File: src/rtl/layer_scheduler.sv
`default_nettype none
// ============================================================================
// Module   : layer_scheduler
// Purpose  : Holds the per-layer configuration (maps + ypos) for a bank of
//            N_LAYERS draw_layer instances. On each frame tick the layers
//            scroll down by scroll_step. A layer passing BOTTOM_Y wraps to
//            the top and gets a new map from the level generator over a
//            req/ack handshake. All updates are built in a working set and
//            copied to the outputs in a single COMMIT cycle.
// Ports    : pclk, rst (async, active-low)
//            vsync_in, scroll_en, scroll_step[3:0]  - frame tick / scroll
//            gen_req / gen_ack, gen_*_map[6:0]       - generator handshake
//            layer_map_o, block_type_o, bonus_map_o  - 7 bits per slot
//            ypos_o (12 bits per slot), module_en_o  - committed layer set
//            busy, frame_overrun, layers_spawned     - status
// Option   : define BONUS_CLEAR_EN to add bonus_clr, bonus_clr_slot and
//            bonus_clr_col (clears one bonus bit of one slot).
// Revision : 1.0 - initial release
// ============================================================================
module layer_scheduler #(
    parameter int N_LAYERS = 4,
    parameter int TOP_Y    = 100,
    parameter int SPACING  = 150,
    parameter int BOTTOM_Y = 700,
    localparam int SLOT_W  = $clog2(N_LAYERS)
) (
    input  logic                  pclk,
    input  logic                  rst,
    input  logic                  vsync_in,
    input  logic                  scroll_en,
    input  logic [3:0]            scroll_step,
    output logic                  gen_req,
    input  logic                  gen_ack,
    input  logic [6:0]            gen_layer_map,
    input  logic [6:0]            gen_block_type,
    input  logic [6:0]            gen_bonus_map,
`ifdef BONUS_CLEAR_EN
    input  logic                  bonus_clr,
    input  logic [SLOT_W-1:0]     bonus_clr_slot,
    input  logic [2:0]            bonus_clr_col,
`endif
    output logic [7*N_LAYERS-1:0]  layer_map_o,
    output logic [7*N_LAYERS-1:0]  block_type_o,
    output logic [7*N_LAYERS-1:0]  bonus_map_o,
    output logic [12*N_LAYERS-1:0] ypos_o,
    output logic [N_LAYERS-1:0]    module_en_o,
    output logic                   busy,
    output logic                   frame_overrun,
    output logic [15:0]            layers_spawned
);

    typedef enum logic [2:0] {
        S_INIT   = 3'd0,
        S_IDLE   = 3'd1,
        S_SCROLL = 3'd2,
        S_CHECK  = 3'd3,
        S_REQ    = 3'd4,
        S_COMMIT = 3'd5
    } state_t;

    localparam logic [SLOT_W-1:0] LAST_SLOT = SLOT_W'(N_LAYERS - 1);
    localparam logic [11:0]       BOTTOM    = 12'(BOTTOM_Y);
    localparam logic [11:0]       WRAP      = 12'(N_LAYERS * SPACING);

    state_t                    state;
    logic [SLOT_W-1:0]         slot;
    logic                      init_phase;   // REQ returns to INIT instead of CHECK
    logic                      vsync_q;
    logic                      tick;

    logic [N_LAYERS-1:0][11:0] work_ypos;
    logic [N_LAYERS-1:0][6:0]  work_map;
    logic [N_LAYERS-1:0][6:0]  work_type;
    logic [N_LAYERS-1:0][6:0]  work_bonus;
    logic [N_LAYERS-1:0]       work_valid;

    logic [N_LAYERS-1:0][11:0] out_ypos;
    logic [N_LAYERS-1:0][6:0]  out_map;
    logic [N_LAYERS-1:0][6:0]  out_type;
    logic [N_LAYERS-1:0][6:0]  out_bonus;

    assign tick         = vsync_in & ~vsync_q;
    assign ypos_o       = out_ypos;
    assign layer_map_o  = out_map;
    assign block_type_o = out_type;
    assign bonus_map_o  = out_bonus;

`ifdef BONUS_CLEAR_EN
    logic clr_hit;
    assign clr_hit = bonus_clr && (bonus_clr_col <= 3'd6) &&
                     ({{(32-SLOT_W){1'b0}}, bonus_clr_slot} < 32'(N_LAYERS));
`endif

    always_ff @(posedge pclk or negedge rst) begin
        if (!rst) begin
            state          <= S_INIT;
            slot           <= '0;
            init_phase     <= 1'b1;
            vsync_q        <= 1'b0;
            gen_req        <= 1'b0;
            busy           <= 1'b0;
            frame_overrun  <= 1'b0;
            layers_spawned <= 16'd0;
            module_en_o    <= '0;
            work_map       <= '0;
            work_type      <= '0;
            work_bonus     <= '0;
            work_valid     <= '0;
            out_ypos       <= '0;
            out_map        <= '0;
            out_type       <= '0;
            out_bonus      <= '0;
            for (int i = 0; i < N_LAYERS; i++) begin
                work_ypos[i] <= 12'(TOP_Y + i * SPACING);
            end
        end else begin
            vsync_q       <= vsync_in;
            // Ticks outside IDLE are dropped, never queued.
            frame_overrun <= tick && (state != S_IDLE);

            case (state)
                S_INIT: begin
                    gen_req <= 1'b1;
                    busy    <= 1'b1;
                    state   <= S_REQ;
                end
                S_IDLE: begin
                    if (tick && scroll_en) begin
                        busy  <= 1'b1;
                        state <= S_SCROLL;
                    end
                end
                S_SCROLL: begin
                    for (int i = 0; i < N_LAYERS; i++) begin
                        work_ypos[i] <= work_ypos[i] + {8'd0, scroll_step};
                    end
                    slot  <= '0;
                    state <= S_CHECK;
                end
                S_CHECK: begin
                    if (work_ypos[slot] >= BOTTOM) begin
                        work_ypos[slot] <= work_ypos[slot] - WRAP;
                        gen_req         <= 1'b1;
                        state           <= S_REQ;
                    end else if (slot == LAST_SLOT) begin
                        state <= S_COMMIT;
                    end else begin
                        slot <= slot + SLOT_W'(1);
                    end
                end
                S_REQ: begin
                    if (gen_req && gen_ack) begin
                        work_map[slot]   <= gen_layer_map;
                        work_type[slot]  <= gen_block_type;
                        work_bonus[slot] <= gen_bonus_map;
                        work_valid[slot] <= 1'b1;
                        layers_spawned   <= layers_spawned + 16'd1;
                        gen_req          <= 1'b0;
                        if (slot == LAST_SLOT) begin
                            state <= S_COMMIT;
                        end else begin
                            slot  <= slot + SLOT_W'(1);
                            state <= init_phase ? S_INIT : S_CHECK;
                        end
                    end
                end
                S_COMMIT: begin
                    out_ypos    <= work_ypos;
                    out_map     <= work_map;
                    out_type    <= work_type;
                    out_bonus   <= work_bonus;
                    module_en_o <= work_valid;
                    init_phase  <= 1'b0;
                    busy        <= 1'b0;
                    state       <= S_IDLE;
                end
                default: begin
                    state <= S_INIT;
                end
            endcase

`ifdef BONUS_CLEAR_EN
            // Placed after the case so a clear overrides a same-cycle fetch
            // or commit of that bit. The output copy is only touched where
            // it would otherwise miss the clear (IDLE, or the COMMIT cycle).
            if (clr_hit) begin
                work_bonus[bonus_clr_slot][bonus_clr_col] <= 1'b0;
                if (state == S_IDLE || state == S_COMMIT) begin
                    out_bonus[bonus_clr_slot][bonus_clr_col] <= 1'b0;
                end
            end
`endif
        end
    end

endmodule
`default_nettype wire

File: config.mk
export PLATFORM = sky130hd
export DESIGN_NAME = layer_scheduler
export DESIGN_NICKNAME = d
export VERILOG_FILES = /design/src/rtl/layer_scheduler.sv
export SDC_FILE = /design/constraint.sdc
export NUM_CORES = 1
export LEC_CHECK = 0
export ABC_AREA = 1
export BUFFER_PORTS_ARGS = -buffer_cell sky130_fd_sc_hd__buf_2
export CORE_ASPECT_RATIO = 0.9
export CORE_UTILIZATION = 61
export CTS_CLUSTER_DIAMETER = 80
export DETAILED_ROUTE_END_ITERATION = 10
export PLACE_DENSITY = 0.84
export SLEW_MARGIN = 20
export SYNTH_ARGS = -nofsm -noshare
export SYNTH_HDL_FRONTEND = slang
export SYNTH_SLANG_ARGS = --single-unit
export TNS_END_PERCENT = 30
File: constraint.sdc
create_clock -name pclk -period 3.85 [get_ports pclk]
set_input_delay 0.77 -clock pclk [delete_from_list [all_inputs] [get_ports pclk]]
set_output_delay 0.77 -clock pclk [all_outputs]
set_load 0.02 [all_outputs]
* Yosys cells after proc, flatten, opt, wreduce, memory -nomap -nowiden
Cells that the tools add are included.
Widths: inputs -> output; s select.
** Storage, ports and cells
- Register bits :: 298
- Logic and storage cells :: 112
** Cells by class
- Add/sub/neg operators :: 7
- $lt $le $gt $ge :: 3
- Equality and inequality tests :: 12
- Muxes and demuxes :: 30
- Bitwise operators :: 3
- Reduce and logical (&&, ||, !) cells :: 15
** Operator list (number)
- $pmux 48 s2 :: 1
- $bwmux 28 :: 3
- $add 12x4->12 :: 4
- $bwmux 48 :: 1
- $mux 48 :: 1
- $bmux 12 s2 :: 1
- $demux 12 s2 :: 1
- $mux 12 :: 2
- $pmux 3 s6 :: 1
- $add 16x1->16 const B :: 1
- $mux 3 :: 5
- $demux 7 s2 :: 1
- $ge 12x10->1 const B :: 1
- $sub 12x10->12 const B :: 1
- $reduce_and 3->1 :: 3
- $reduce_bool 3->1 :: 3
- $mux 2 :: 4
- $ne 2x2->1 const B :: 4
- $mux 7 :: 1
- $eq 3x2->1 const B :: 2
- $eq 3x3->1 const B :: 2
- $pmux 1 s3 :: 2
- $pmux 2 s3 :: 1
- $reduce_and 2->1 :: 3
- 15 further kinds :: 21

* Depth between registers and ports, before layout
- Word-level depth :: 7
- Depth in mapped cells :: 18
- Mapped depth without buffers :: 17

* Worst setup path before layout
Ideal clock, no wire load.
- Path kind :: input port to flip-flop
- Start :: input scroll_step[0]
- End :: register work_ypos[44] in the netlist's numbering
- Setup time :: 0.116 ns
- Arrival :: 2.049 ns
- Path slack :: 1.684 ns
- Stages :: 12
- Path through :: ha_1 fa_1 nand3_1 nand2_1 nand2_1 nor2_1 nand2_1 o21ai_0 o211ai_1 nand2_1 nand2_1 nand2_1
** On the way
- Word-level cells in the longest chain between the ends :: 2
** RTL lines
- start: declaration :: line 31 : input logic [3:0] scroll_step,
- $add 12x4->12 :: line 135 : work_ypos[i] <= work_ypos[i] + {8'd0, scroll_step};
- $pmux 48 s2 :: line 121 : case (state)
- end signal: indexed assignment :: line 114 : work_ypos[i] <= 12'(TOP_Y + i * SPACING);
- end signal: indexed assignment :: line 135
- end signal: indexed assignment :: line 142 : work_ypos[slot] <= work_ypos[slot] - WRAP;
- end: declaration :: line 71 : logic [N_LAYERS-1:0][11:0] work_ypos;
No other way between the ends.
A chain may end at the register's enable or synchronous reset.

* Final worst setup path
- Start :: register slot[1]
- End :: register work_ypos[19] in the netlist's numbering
** On the way
- Word-level cells in the longest chain between the ends :: 7
- Elaborated cells on any way between the ends :: 14
- Classes of those cells :: add/sub: 1; order compare: 3; eq/ne: 1; mux: 7; reduce/logical: 2
** RTL lines
- start: declaration :: line 66 : logic [SLOT_W-1:0] slot;
- start signal: assignment :: line 148 : slot <= slot + SLOT_W'(1);
- start signal: assignment :: line 162 : slot <= slot + SLOT_W'(1);
- branches (longest 7 deep; another with $sub 12x10->12)
Several ways; the timed one is not identified. The select of a mux whose other input is x is not followed.

==> run metrics <==
normalized max-slew margin=25.73%; Synthesized Nets=between 1500 and 2000; detailed placement HPWL=between 20000 and 25000 um; # diodes=0; unrepaired setup endpoints after global routing=false; maximum resistive drop on vdd=approximately 0.5 mV; number of gates resized after cts=0; routed via count divided by cell count=5.582; wire length of the first global-routing pass=~57000 um; TritonCTS clock tree=done; Layout area overhead=14.99%; Core Box Area=0.02182 mm2; cell area after synthesis=0.01367 mm2; Final Wtd Congestion=0.9237; count of standard-cell rows=51; post-synthesis sequential area ratio=about 55%; proportion of synthesized flip-flops having asynchronous set or reset=100.0%; count of hold-fix buffers inserted at cts=0; kind of start point of the critical path=register; post-synthesis cell count=between 1500 and 2000; final core utilization=roughly 70%; WL/cell=about 16 um; via count of the first global-routing pass=11370; number of max-capacitance violations reported=0; most used cells in the layout excluding fill and tap cells=sky130_fd_sc_hd__nand2_1, sky130_fd_sc_hd__dfrtp_1, sky130_fd_sc_hd__buf_2; Total Nets Final=approximately 1900; total via count in the routed design=between 10000 and 15000; Post CTS Setup Buffer Count=0; PortBufs=between 150 and 200; syn avg cell area=8.231 um2; critical path peak fanout=16; clock transition at the register clock pins on the worst setup and hold paths after CTS=around 70 ps; Finish-stage setup viols=0; horizontal die dimension=159.8 um; number of iterations in the first detailed-routing pass=6; commonest non-fill, non-tap cell in the layout=sky130_fd_sc_hd__nand2_1; setup clock skew after layout=10.65 ps; filler instances=between 1500 and 2000; number of distinct library cell variants in the gate-level netlist after synthesis=33; flip-flop and latch count after synthesis=slightly below 300; power density over the cells=841.4 mW/mm2; max-slew violation total from the final report=0; number of antenna violations at the first check in global routing=0; Final min period=2750 ps; number of failing hold endpoints at the final stage=0; result of the run=finished clean; worst path arrival time=about 3200 ps; fraction of layout cells with a size suffix above 1=between 15 and 20%; Sum Neg Setup Slack=0 ps; WS Path Type=register to register; EDFF count, synth=0; Worst Hold Class=input port to asynchronous set/reset pin; antenna-violating nets left=0; global-route usage over all layers=a little over 30%; DRC violations left=0; TritonCTS Sinks=298; LEAKAGE=roughly 0.0086 uW; later-pin clock latency in the skew report=~550 ps; buffer type at the clock tree root=sky130_fd_sc_hd__clkbuf_16; number of CTS-inserted buffers=29; actual transition at the worst max-transition pin=1114 ps; Critical Path End Type=register; number of ports placed on the die boundary=185; full die area=roughly 0.023 mm2; count of warnings emitted by yosys=0; height of the die=approximately 140 um; residual overflow from global routing=0; Data required, critical path=around 4300 ps; maximum root-to-sink buffer count=3; fmax=approximately 0.36 GHz; # H-tree levels=1; Tcrit/Tclk final=71.43%; largest net degree at the start of global routing=roughly 100; ys flop type=sky130_fd_sc_hd__dfrtp_1; initial DRC count=between 1000 and 1500; starting utilization of the core area=between 60% and 70%; Total Routed Length=35020 um
synthesized netlist by cell type, drive strengths merged, types with 6 or more instances:
cell type,n,share of area [%]
dfstp,17,3.3
ha,22,2.0
nand3,102,3.7
xor2,16,1.0
nor2,50,1.6
xnor2,6,0.38
nor3,7,0.34
nand4,8,0.37
a21oi,34,1.4
o21ai,165,6.0
clkbuf,38,1.0
buf,29,1.5
dfrtp,281,51
a32o,6,0.44
nand2,741,21
o211ai,6,0.33
inv,116,3.2
state kept, by name (all words and copies together), names as in the netlist, 2 cells and up:
register and cells:
work_ypos 48, ypos_o 48, block_type_o 28, bonus_map_o 28, layer_map_o 28, work_bonus 28
work_map 28, work_type 28, layers_spawned 16, module_en_o 4, work_valid 4, state 3
slot 2
final timing paths:
check | startpoint | end | slack [ps] | cells after the start
max reg2reg | slot[1] | work_ypos[19] | 1100 | 13
max | slot[1] | work_ypos[19] | 1100 | 13
min reg2reg | work_valid[2] | work_valid[2] | 450 | 2
min in group pclk | vsync_in | vsync_q | 360 | 1
min | rst | layers_spawned[8] | 270 | 1
max in group asynchronous | rst | work_ypos[19] | 2590 | 2
stage by stage:
stage	power (uW)	instance area (um2)	instances	hold slack [ps]	setup WS (ps)
4_1_cts	13170	15720	2137	309.8	1217
6_report	13230	15720	2137	272.7	1100
2_1_floorplan	8622	13670	1661	419.8	1684
3_5_place_dp	10260	14770	2084	434.4	1240
3_3_place_gp	10060	14770	2084	430.7	1259
5_1_grt	14080	15720	2137	346.3	924.2
cell families (layout without fill, tap and decap cells):
kind of cell / count (synthesis) / after routing / share of synthesized area, %
fa+ha+maj: 26 / 26 / 2.599
simple gates: 913 / 913 / 26.97
compound gates: 219 / 219 / 8.602
xor+xnor: 22 / 22 / 1.409
flops: 298 / 298 / 54.70
buf+inv: 183 / 368 / 5.720
final cells by class:
class                           count  area (um2)  share of cell area, %
Clock buffer                       42       814.5                  5.181
Clock inverter                     11       138.9                 0.8834
Inverter                          116       437.9                  2.786
Multi-Input combinational cell   1180        5419                  34.47
Sequential cell                   298        7478                  47.57
Tap cell                          291       364.1                  2.316
Timing Repair Buffer              199        1069                  6.797
layer usage:
layer,wire length (um),GRT usage [%],vias up
li1,-,-,5611
met1,15400,43.91,5693
met2,16090,49.05,557
met3,2753,4.675,67
met4,775,8.772,0
met5,0,0,-
power by group:
| part | total (uW) | switching, uW | internal, uW |
|---|---|---|---|
| Combinational | 5300 | 3660 | 1640 |
| Clock | 2860 | 1190 | 1670 |
| Sequential | 5060 | 819 | 4240 |
| Total | 13200 | 5670 | 7560 |
worst max-delay path, stage by stage, from the launching register on:
cell and delay, ps:
sky130_fd_sc_hd__dfrtp_1 680, sky130_fd_sc_hd__inv_2 260, sky130_fd_sc_hd__nand3_1 160, sky130_fd_sc_hd__nand2_1 100
sky130_fd_sc_hd__inv_1 210, sky130_fd_sc_hd__ha_1 220, sky130_fd_sc_hd__inv_1 40, sky130_fd_sc_hd__nand2_1 80
sky130_fd_sc_hd__nand2_1 110, sky130_fd_sc_hd__xnor2_1 470, sky130_fd_sc_hd__nand2_1 140, sky130_fd_sc_hd__nand2_1 100
sky130_fd_sc_hd__nand2_1 50, sky130_fd_sc_hd__nand2_1 70
Power figures use the tool's default switching activity.
